$ cat config.mk
export PLATFORM = sky130hd
export DESIGN_NAME = board_game_ctrl
export DESIGN_NICKNAME = d
export VERILOG_FILES = /design/src/rtl/board_game_pkg.sv /design/src/rtl/board_line_check.sv /design/src/rtl/board_game_ctrl.sv
export SDC_FILE = /design/constraint.sdc
export NUM_CORES = 1
export LEC_CHECK = 0
export BUFFER_PORTS_ARGS = -buffer_cell sky130_fd_sc_hd__buf_2
export CAP_MARGIN = 10
export CORE_AREA = 2 2 94 96
export DETAILED_ROUTE_END_ITERATION = 7
export DIE_AREA = 0 0 96 98
export GPL_TIMING_DRIVEN = 0
export PLACE_DENSITY = 0.65
export RECOVER_POWER = 50
export SETUP_SLACK_MARGIN = 0.3
export SLEW_MARGIN = 20
export SYNTH_ARGS = -nofsm -noshare
export SYNTH_HDL_FRONTEND = slang
export SYNTH_SLANG_ARGS = --single-unit
$ cat constraint.sdc
create_clock -name clk -period 9.2 [get_ports clk]
set_input_delay 2.3 -clock clk [delete_from_list [all_inputs] [get_ports clk]]
set_output_delay 2.3 -clock clk [all_outputs]
set_load 0.02 [all_outputs]
$ cat src/rtl/board_game_pkg.sv
// ============================================================================
// Module      : board_game_pkg
// Description : Shared state encoding, cell encoding and width helpers for the
//               board game controller.
// Revision    : 1.0 - initial release
// ============================================================================
`default_nettype none

package board_game_pkg;

  typedef logic [2:0] state_t;

  localparam state_t ST_INIT  = 3'd0;
  localparam state_t ST_IDLE  = 3'd1;
  localparam state_t ST_SEEK  = 3'd2;
  localparam state_t ST_PLACE = 3'd3;
  localparam state_t ST_CHECK = 3'd4;
  localparam state_t ST_OVER  = 3'd5;
  localparam state_t ST_NEXT  = 3'd6;

  localparam int EMPTY = 0;

  function automatic int cw_f(input int n);
    return $clog2(n * n);
  endfunction

  function automatic int pw_f(input int p);
    return $clog2(p + 1);
  endfunction

  function automatic int plw_f(input int p);
    return $clog2(p);
  endfunction

  function automatic int lw_f(input int n);
    return $clog2(2 * n + 2);
  endfunction

endpackage

`default_nettype wire

$ cat src/rtl/board_line_check.sv
// ============================================================================
// Module      : board_line_check
// Description : Combinational test of one board line (row, column or diagonal)
//               against a player code.
// Revision    : 1.0 - initial release
// ============================================================================
`default_nettype none

module board_line_check
  import board_game_pkg::*;
#(
  parameter int BOARD_N     = 3,
  parameter int NUM_PLAYERS = 2
) (
  input  logic [BOARD_N*BOARD_N*pw_f(NUM_PLAYERS)-1:0] board,
  input  logic [lw_f(BOARD_N)-1:0]                     line_idx,
  input  logic [pw_f(NUM_PLAYERS)-1:0]                 code,
  output logic                                         complete
);

  localparam int c_pw = pw_f(NUM_PLAYERS);

  int w_line;
  int w_cell;

  assign w_line = int'(line_idx);

  // Lines 0..N-1 are rows, N..2N-1 columns, 2N main diagonal, 2N+1 anti-diagonal.
  always_comb begin
    complete = 1'b1;
    w_cell   = 0;
    for (int k = 0; k < BOARD_N; k++) begin
      if (w_line < BOARD_N)
        w_cell = w_line * BOARD_N + k;
      else if (w_line < 2 * BOARD_N)
        w_cell = k * BOARD_N + (w_line - BOARD_N);
      else if (w_line == 2 * BOARD_N)
        w_cell = k * BOARD_N + k;
      else
        w_cell = k * BOARD_N + (BOARD_N - 1 - k);
      if (board[w_cell*c_pw +: c_pw] != code)
        complete = 1'b0;
    end
  end

endmodule

`default_nettype wire

$ cat src/rtl/board_game_ctrl.sv
// ============================================================================
// Module      : board_game_ctrl
// Description : N-in-a-row board game controller with cursor seek, line
//               checking over several cycles and saturating per-player scores.
// Revision    : 1.0 - initial release
// ============================================================================
`default_nettype none

module board_game_ctrl
  import board_game_pkg::*;
#(
  parameter int BOARD_N     = 3,
  parameter int NUM_PLAYERS = 2,
  parameter int SCORE_W     = 4
) (
  input  logic                              clk,
  input  logic                              reset,
  input  logic                              move,
  input  logic                              sel,
  input  logic                              clear_score,
  input  logic [cw_f(BOARD_N)-1:0]          rd_addr,
  output logic [pw_f(NUM_PLAYERS)-1:0]      rd_data,
  output logic [cw_f(BOARD_N)-1:0]          cursor,
  output logic [plw_f(NUM_PLAYERS)-1:0]     player,
  output logic                              busy,
  output logic                              win,
  output logic                              tie,
  output logic [plw_f(NUM_PLAYERS)-1:0]     winner,
  output logic [NUM_PLAYERS*SCORE_W-1:0]    score
);

  localparam int c_cw    = cw_f(BOARD_N);
  localparam int c_pw    = pw_f(NUM_PLAYERS);
  localparam int c_plw   = plw_f(NUM_PLAYERS);
  localparam int c_lw    = lw_f(BOARD_N);
  localparam int c_cells = BOARD_N * BOARD_N;

  localparam logic [c_pw-1:0]  c_empty       = c_pw'(EMPTY);
  localparam logic [c_cw-1:0]  c_last_cell   = c_cw'(c_cells - 1);
  localparam logic [c_lw-1:0]  c_last_line   = c_lw'(2 * BOARD_N + 1);
  localparam logic [c_plw-1:0] c_last_player = c_plw'(NUM_PLAYERS - 1);

  state_t                     r_state;
  logic [c_cells*c_pw-1:0]    r_board;
  logic [c_cw-1:0]            r_cursor;
  logic [c_cw-1:0]            r_seek_cnt;
  logic [c_plw-1:0]           r_player;
  logic [c_plw-1:0]           r_winner;
  logic [c_lw-1:0]            r_line;
  logic                       r_win;
  logic                       r_tie;
  logic [SCORE_W-1:0]         r_score [NUM_PLAYERS];

  logic [c_cw-1:0]            w_cursor_inc;
  logic [c_plw-1:0]           w_player_inc;
  logic [c_pw-1:0]            w_code;
  logic [c_pw-1:0]            w_cur_cell;
  logic                       w_inc_empty;
  logic                       w_full;
  logic                       w_line_done;

  assign w_cursor_inc = (r_cursor == c_last_cell) ? '0 : r_cursor + 1'b1;
  assign w_player_inc = (r_player == c_last_player) ? '0 : r_player + 1'b1;
  assign w_code       = c_pw'(r_player) + c_pw'(1);
  assign w_cur_cell   = r_board[int'(r_cursor)*c_pw +: c_pw];
  assign w_inc_empty  = (r_board[int'(w_cursor_inc)*c_pw +: c_pw] == c_empty);

  always_comb begin
    w_full = 1'b1;
    for (int i = 0; i < c_cells; i++)
      if (r_board[i*c_pw +: c_pw] == c_empty)
        w_full = 1'b0;
  end

  always_comb begin
    rd_data = '0;
    if (int'(rd_addr) < c_cells)
      rd_data = r_board[int'(rd_addr)*c_pw +: c_pw];
  end

  board_line_check #(
    .BOARD_N     (BOARD_N),
    .NUM_PLAYERS (NUM_PLAYERS)
  ) u_line_check (
    .board    (r_board),
    .line_idx (r_line),
    .code     (w_code),
    .complete (w_line_done)
  );

  always_ff @(posedge clk or negedge reset) begin
    if (!reset) begin
      r_state    <= ST_INIT;
      r_board    <= '0;
      r_cursor   <= '0;
      r_seek_cnt <= '0;
      r_player   <= '0;
      r_winner   <= '0;
      r_line     <= '0;
      r_win      <= 1'b0;
      r_tie      <= 1'b0;
    end else begin
      r_win <= 1'b0;
      r_tie <= 1'b0;
      case (r_state)
        ST_INIT: begin
          r_board  <= '0;
          r_cursor <= '0;
          r_player <= '0;
          r_state  <= ST_IDLE;
        end
        ST_IDLE: begin
          if (move && !sel) begin
            r_seek_cnt <= '0;
            r_state    <= ST_SEEK;
          end else if (sel && !move) begin
            r_state <= ST_PLACE;
          end
        end
        ST_SEEK: begin
          // Bounded walk: a full lap of the board always ends the search.
          r_cursor   <= w_cursor_inc;
          r_seek_cnt <= r_seek_cnt + 1'b1;
          if (w_inc_empty || r_seek_cnt == c_last_cell)
            r_state <= ST_IDLE;
        end
        ST_PLACE: begin
          if (w_cur_cell != c_empty) begin
            r_state <= ST_IDLE;
          end else begin
            r_board[int'(r_cursor)*c_pw +: c_pw] <= w_code;
            r_line  <= '0;
            r_state <= ST_CHECK;
          end
        end
        ST_CHECK: begin
          if (w_line_done) begin
            r_win    <= 1'b1;
            r_winner <= r_player;
            r_state  <= ST_OVER;
          end else if (r_line == c_last_line) begin
            r_tie   <= w_full;
            r_state <= w_full ? ST_OVER : ST_NEXT;
          end else begin
            r_line <= r_line + 1'b1;
          end
        end
        ST_OVER: begin
          r_board <= '0;
          r_state <= ST_NEXT;
        end
        ST_NEXT: begin
          r_player <= w_player_inc;
          r_cursor <= '0;
          if (r_board[c_pw-1:0] != c_empty) begin
            r_seek_cnt <= '0;
            r_state    <= ST_SEEK;
          end else begin
            r_state <= ST_IDLE;
          end
        end
        default: r_state <= ST_INIT;
      endcase
    end
  end

  // r_win is high exactly during the OVER cycle that follows a win.
  for (genvar p = 0; p < NUM_PLAYERS; p++) begin : g_score
    always_ff @(posedge clk or negedge reset) begin
      if (!reset)
        r_score[p] <= '0;
      else if (clear_score)
        r_score[p] <= '0;
      else if (r_state == ST_OVER && r_win && int'(r_winner) == p && r_score[p] != '1)
        r_score[p] <= r_score[p] + 1'b1;
    end
    assign score[p*SCORE_W +: SCORE_W] = r_score[p];
  end

  assign cursor = r_cursor;
  assign player = r_player;
  assign winner = r_winner;
  assign win    = r_win;
  assign tie    = r_tie;
  assign busy   = (r_state != ST_IDLE);

endmodule

`default_nettype wire

Word level (Yosys, flattened, before mapping)
Index checks and enable logic that the tools add are counted.
- register bits: 44
- input bits: 9
- output and inout bits: 19
- logic and storage cells: 151
- add/subtract/negate cells: 13
- multipliers: 1
- $lt $le $gt $ge: 3
- eq/ne operators: 24
- shift operators: 8
- muxes and demuxes: 53
- bitwise gates (word level): 1
- reduce and logical (&&, ||, !) cells: 37
- operator list (cell ; number):
    31-bit two-way mux ; 6
    18-bit by 32-bit variable part select with 2-bit output ; 3
    18-bit by 6-bit variable part select with 2-bit output ; 3
    18-bit one-hot mux with 2 select lines ; 1
    5-bit negation with 33-bit output ; 1
    2-bit by 33-bit variable shift with 18-bit output, first input constant ; 1
    2-bit by 33-bit variable part select with 18-bit output ; 1
    4-bit two-way mux ; 8
    3-bit by 31-bit adder with 31-bit output, first input constant ; 1
    31-bit by 2-bit adder with 31-bit output, second input constant ; 1
    31-bit by 3-bit adder with 31-bit output, second input constant ; 1
    4-bit by 31-bit adder with 31-bit output, first input constant ; 1
    3-bit two-way mux ; 9
    3-bit one-hot mux with 7 select lines ; 1
    2-bit zero test ; 10
    18-bit bitwise mux ; 1
    1-bit two-way mux ; 18
    18-bit two-way mux ; 1
    4-bit by 1-bit adder with 4-bit output, second input constant ; 4
    2-bit nonzero test ; 8
    3-bit == test, second input constant ; 4
    2-bit != test, second input constant ; 6
    4-bit one-hot mux with 3 select lines ; 1
    3-bit by 2-bit == test with 1-bit output, second input constant ; 3
    29 further kinds ; 46

Depth between registers and ports, before layout
- depth after elaboration: 14
- gate-level depth with buffers: 15
- depth with buffers taken out: 14

Modules after synthesis
From an unflattened synthesis, not the netlist that was laid out.
- cells, all modules: 458
- area, all modules: 4065.1 um2
- by module, submodules not included (module ; instances ; cells each ; area each (um2) ; seq. area each (um2)):
    board_game_ctrl ; 1 ; 316 ; 2885.3 ; 1101.1
    board_line_check ; 1 ; 142 ; 1179.9 ; 0.0

Least setup slack after synthesis
Ideal clock, no wire load.
- kind: in2out
- start point: in rd_addr[0]
- end point: out rd_data[0]
- arrival time: 3431 ps
- setup slack: 3469 ps
- cell stages on the path: 4
- path buffers: 1
- cell sequence: clkbuf_1 > mux4_2 > mux2i_1 > o21ai_0
- cells in the longest elaborated chain, start to end: 2
- ends and longest elaborated chain (element ; line ; source):
    from (decl) ; board_game_ctrl.sv:21 ; input logic [cw_f(BOARD_N)-1:0] rd_addr,
    18-bit by 6-bit variable part select with 2-bit output or 4-bit < comparator (tied branches) ; board_game_ctrl.sv:78, board_game_ctrl.sv:77 ;
    2-bit two-way mux * ; board_game_ctrl.sv:77 ; if (int'(rd_addr) < c_cells)
    to (decl) ; board_game_ctrl.sv:22 ; output logic [pw_f(NUM_PLAYERS)-1:0] rd_data,
Mark *: on every way between the ends. The rest lies on a longest branch, timed or not.

Worst setup path after layout
Same ends and word-level chain as after synthesis.

==> parameters.txt <==
Parameter                              Value

STA
  Top achievable clock speed    0.172 GHz
  Final total negative setup slack    0 ps
  Pins Over Slew Limit    45
  Worst Tran Pin Value    2380 ps
  Max-slew headroom at the worst pin    -58.4%
  Final worst path period share    63.2%
  Worst-case hold slack    516 ps
  Number of endpoints with negative hold slack in the final report    0
  Post-layout worst setup margin    3390 ps
  Maximum clock skew at final layout    5.63 ps
  Final min period    5810 ps
  RSZ-0062 raised after global routing    false
  Final setup violation count    0

Min path
  Hold wc startpoint    r_seek_cnt[2]$_DFFE_PN0P_
  Hold/Removal Path Class    register to register
  Hold Path Stages    1
  Worst Hold Path EP    r_seek_cnt[2]$_DFFE_PN0P_

Setup path
  Largest driver fanout on the critical path    5
  Worst setup SP type    input port
  Worst setup EP type    primary output
  Arrival time at the worst endpoint    3510 ps
  Worst EP required    6900 ps
  Critical setup path kind    input port to primary output
  Worst Reg-to-Reg Cells    14
  Reg2Reg Launch Point    r_line[0]$_DFFE_PN0P_
  Beginning of the critical path    rd_addr[0]
  Register-to-register setup slack    4930 ps
  Capture point of the worst reg-to-reg path    winner$_DFFE_PN0P_

Global routing
  Largest net degree at the start of global routing    45
  Initial antenna violation count    0
  Vias in the first global route    3405
  Overall global routing resource usage    22.2%
  First-pass GRT wire length    16.7 mm
  GRT overflow    0

Job
  Number of maximum-capacitance violations    1

Yosys
  Commonest register cell after synthesis    sky130_fd_sc_hd__dfrtp_1
  Top cells by area, synth    sky130_fd_sc_hd__dfrtp_1 (28%), sky130_fd_sc_hd__ha_1 (7.2%), sky130_fd_sc_hd__mux4_2 (5.7%)
  Mapped Area    3980 um2
  Number of synthesized flops with an enable pin    0
  Synth top area share    27.6%
  Cell accounting for the most synthesized area    sky130_fd_sc_hd__dfrtp_1
  Gate count after technology mapping    463
  Seq/Total Area, Yosys    27.6%
  Yosys warnings    0
  Distinct cell type count of the synthesized netlist    80
  Synth async-reset ratio    100%
  Post-synthesis average cell area    8.60 um2
  Number of register bits inferred by synthesis    44
  Total nets after synthesis    496

Routing
  Residual DRC count    0
  DR vias    3650
  Highest routed layer    met4
  Wire length on met3    473 um
  Number of nets with antenna violations after detailed routing    0
  Average detailed-routed wire length per instance    16.6 um
  Total Routed Length    10.0 mm
  Starting DRC count in detailed routing    236
  Ratio of routed vias to standard cells    6.04
  Met2 routed wirelength    4.78 mm
  Length of routed wiring on met1    4.62 mm
  First-pass iteration count of the detailed router    5

Power and ir drop
  Internal power contribution    0.000697 W
  Total power draw    0.00142 W
  Maximum VDD drop    0.154 mV
  Power share of the sequential group    18.4%
  PD cells    326 nW/um2
  Share of power burned in combinational logic    71.0%
  Net switching power    0.000720 W
  Switching fraction of total power    50.8%
  Leak Pwr    1.85 nW
  Clock network power share    10.6%

Clock tree
  H-tree lvl count    2
  TritonCTS clock tree    done
  Maximum buffer depth of the clock tree    2
  Clock input transition at the sequential cells of the worst setup and hold paths    80 ps
  Clock Latency Late Sink    300 ps
  Gates resized, CTS repair    0
  Buffers inserted by post-CTS timing repair    0
  Sink Count    44
  TritonCTS buffer count    5
  Library cell used as clock root buffer    sky130_fd_sc_hd__clkbuf_8
  Number of buffers added to fix hold violations after cts    0

Die
  Placement row count    34
  Die H    98 um
  Total die area    9410 um2
  Starting utilization of the core area    47.1%
  Number of primary I/O pins    28
  Width of the chip    96 um
  Placeable core region    8470 um2

Status
  Violations in the final reports    capacitance limit, slew limit
  Result of the run    finished, violations left

Cells and area
  Util after Layout    51.4%
  Ratio of cells with drive above 1 in the final layout    16.5%
  Most frequent standard cell in the layout excluding fill and tap cells    sky130_fd_sc_hd__nand2_1
  Synthesis-to-finish area growth    9.30%
  # nets final    528
  Antenna Cells    0
  Most frequent cells in the layout    sky130_fd_sc_hd__nand2_1 (56), sky130_fd_sc_hd__nor2_1 (47), sky130_fd_sc_hd__dfrtp_1 (44)

Placement
  Count of input and output buffers    25
  Dpl ws    3370 ps
  Last weighted congestion value of the routability-driven placer    0.882
  Dpl hpwl    7.74 mm
==> stage by stage <==
| stage | area [um2] | cells |
|---|---|---|
| final | 4350 | 604 |
| after global routing | 4350 | 604 |
| after CTS | 4360 | 604 |
| after detailed placement | 4240 | 596 |
| after global placement | 4240 | 596 |
| after floorplan | 3980 | 463 |
==> flip-flops by register name (all words and copies together) (netlist names) <==
name / flops
r_seek_cnt: 4
score: 8
winner: 1
r_line: 3
win: 1
r_state: 3
tie: 1
r_board: 18
cursor: 4
player: 1
==> cell type report <==
type	instances	area (um2)
fillers	821	4110
multi-input cells	374	2650
flip-flops and latches	44	1100
plain buffers	21	141
well taps	108	135
repair buffers	25	124
inverters	24	90.1
clock buffers	5	68.8
clock inverters	3	42.5
==> layer usage <==
layer	track usage [%]	vias to the layer above
met2	36.5	122
met4	5.49	0
li1	-	1772
met3	2.55	13
met1	31.2	1743
met5	0	-
==> cell families after synthesis <==
logic type                 Yosys count  share of synthesized area [%]
AOI/OAI and AO/OA                  120                           21.3
xor gates and xnor gates            10                           2.20
adders and majority gates           24                           7.73
buffers and inverters               45                           5.81
DFF                                 44                           27.6
muxes                               29                           10.5
and+or+nand+nor                    191                           24.9
==> worst max-delay path by stage <==
stage | end | depth (start not counted)
CTS | rd_data[0] | 5
detailed placement | rd_data[0] | 5
global placement | rd_data[0] | 5
global route | rd_data[1] | 5
finish | rd_data[0] | 5
floorplan | rd_data[0] | 4
==> cells in the mapped netlist (3+ instances only) <==
cell type	count
sky130_fd_sc_hd__and2b_2	3
sky130_fd_sc_hd__xor2_1	5
sky130_fd_sc_hd__a31oi_1	4
sky130_fd_sc_hd__o2111ai_1	6
sky130_fd_sc_hd__dfrtp_1	44
sky130_fd_sc_hd__nand3_1	12
sky130_fd_sc_hd__nor2_1	47
sky130_fd_sc_hd__nor2b_1	7
sky130_fd_sc_hd__clkbuf_8	4
sky130_fd_sc_hd__mux4_2	10
sky130_fd_sc_hd__a21oi_1	22
sky130_fd_sc_hd__a21boi_0	3
sky130_fd_sc_hd__mux2i_1	17
sky130_fd_sc_hd__nand2b_1	6
sky130_fd_sc_hd__a21o_2	3
sky130_fd_sc_hd__o221ai_1	4
sky130_fd_sc_hd__nor3_1	15
sky130_fd_sc_hd__nand2_1	56
sky130_fd_sc_hd__o22ai_1	3
sky130_fd_sc_hd__inv_1	23
sky130_fd_sc_hd__a211oi_1	3
sky130_fd_sc_hd__o311ai_2	3
sky130_fd_sc_hd__nand4_1	6
sky130_fd_sc_hd__xnor2_1	5
sky130_fd_sc_hd__nor4b_1	3
sky130_fd_sc_hd__ha_1	23
sky130_fd_sc_hd__o211ai_1	5
sky130_fd_sc_hd__a22o_1	5
sky130_fd_sc_hd__clkbuf_1	9
sky130_fd_sc_hd__a21o_1	3
sky130_fd_sc_hd__or2_2	3
sky130_fd_sc_hd__buf_2	3
sky130_fd_sc_hd__or3_1	3
sky130_fd_sc_hd__o41ai_1	4
sky130_fd_sc_hd__o21ai_0	31
sky130_fd_sc_hd__nor3b_1	3
sky130_fd_sc_hd__and3_1	4
==> power groups by stage <==
stage	Sequential, W	Clock (W)	Combinational [W]
2_1_floorplan	0.000259	0	0.000788
3_3_place_gp	0.000264	0	0.000986
3_5_place_dp	0.000266	0	0.000993
4_1_cts	0.000261	0.000153	0.000999
5_1_grt	0.000267	0.000159	0.00112
6_report	0.000261	0.000150	0.00101
==> critical path, cell delays in order <==
cell,delay (ps)
sky130_fd_sc_hd__clkbuf_1,290
sky130_fd_sc_hd__mux4_2,550
sky130_fd_sc_hd__mux2i_1,140
sky130_fd_sc_hd__o21ai_0,90
sky130_fd_sc_hd__buf_2,160
Power figures use the tool's default switching activity.
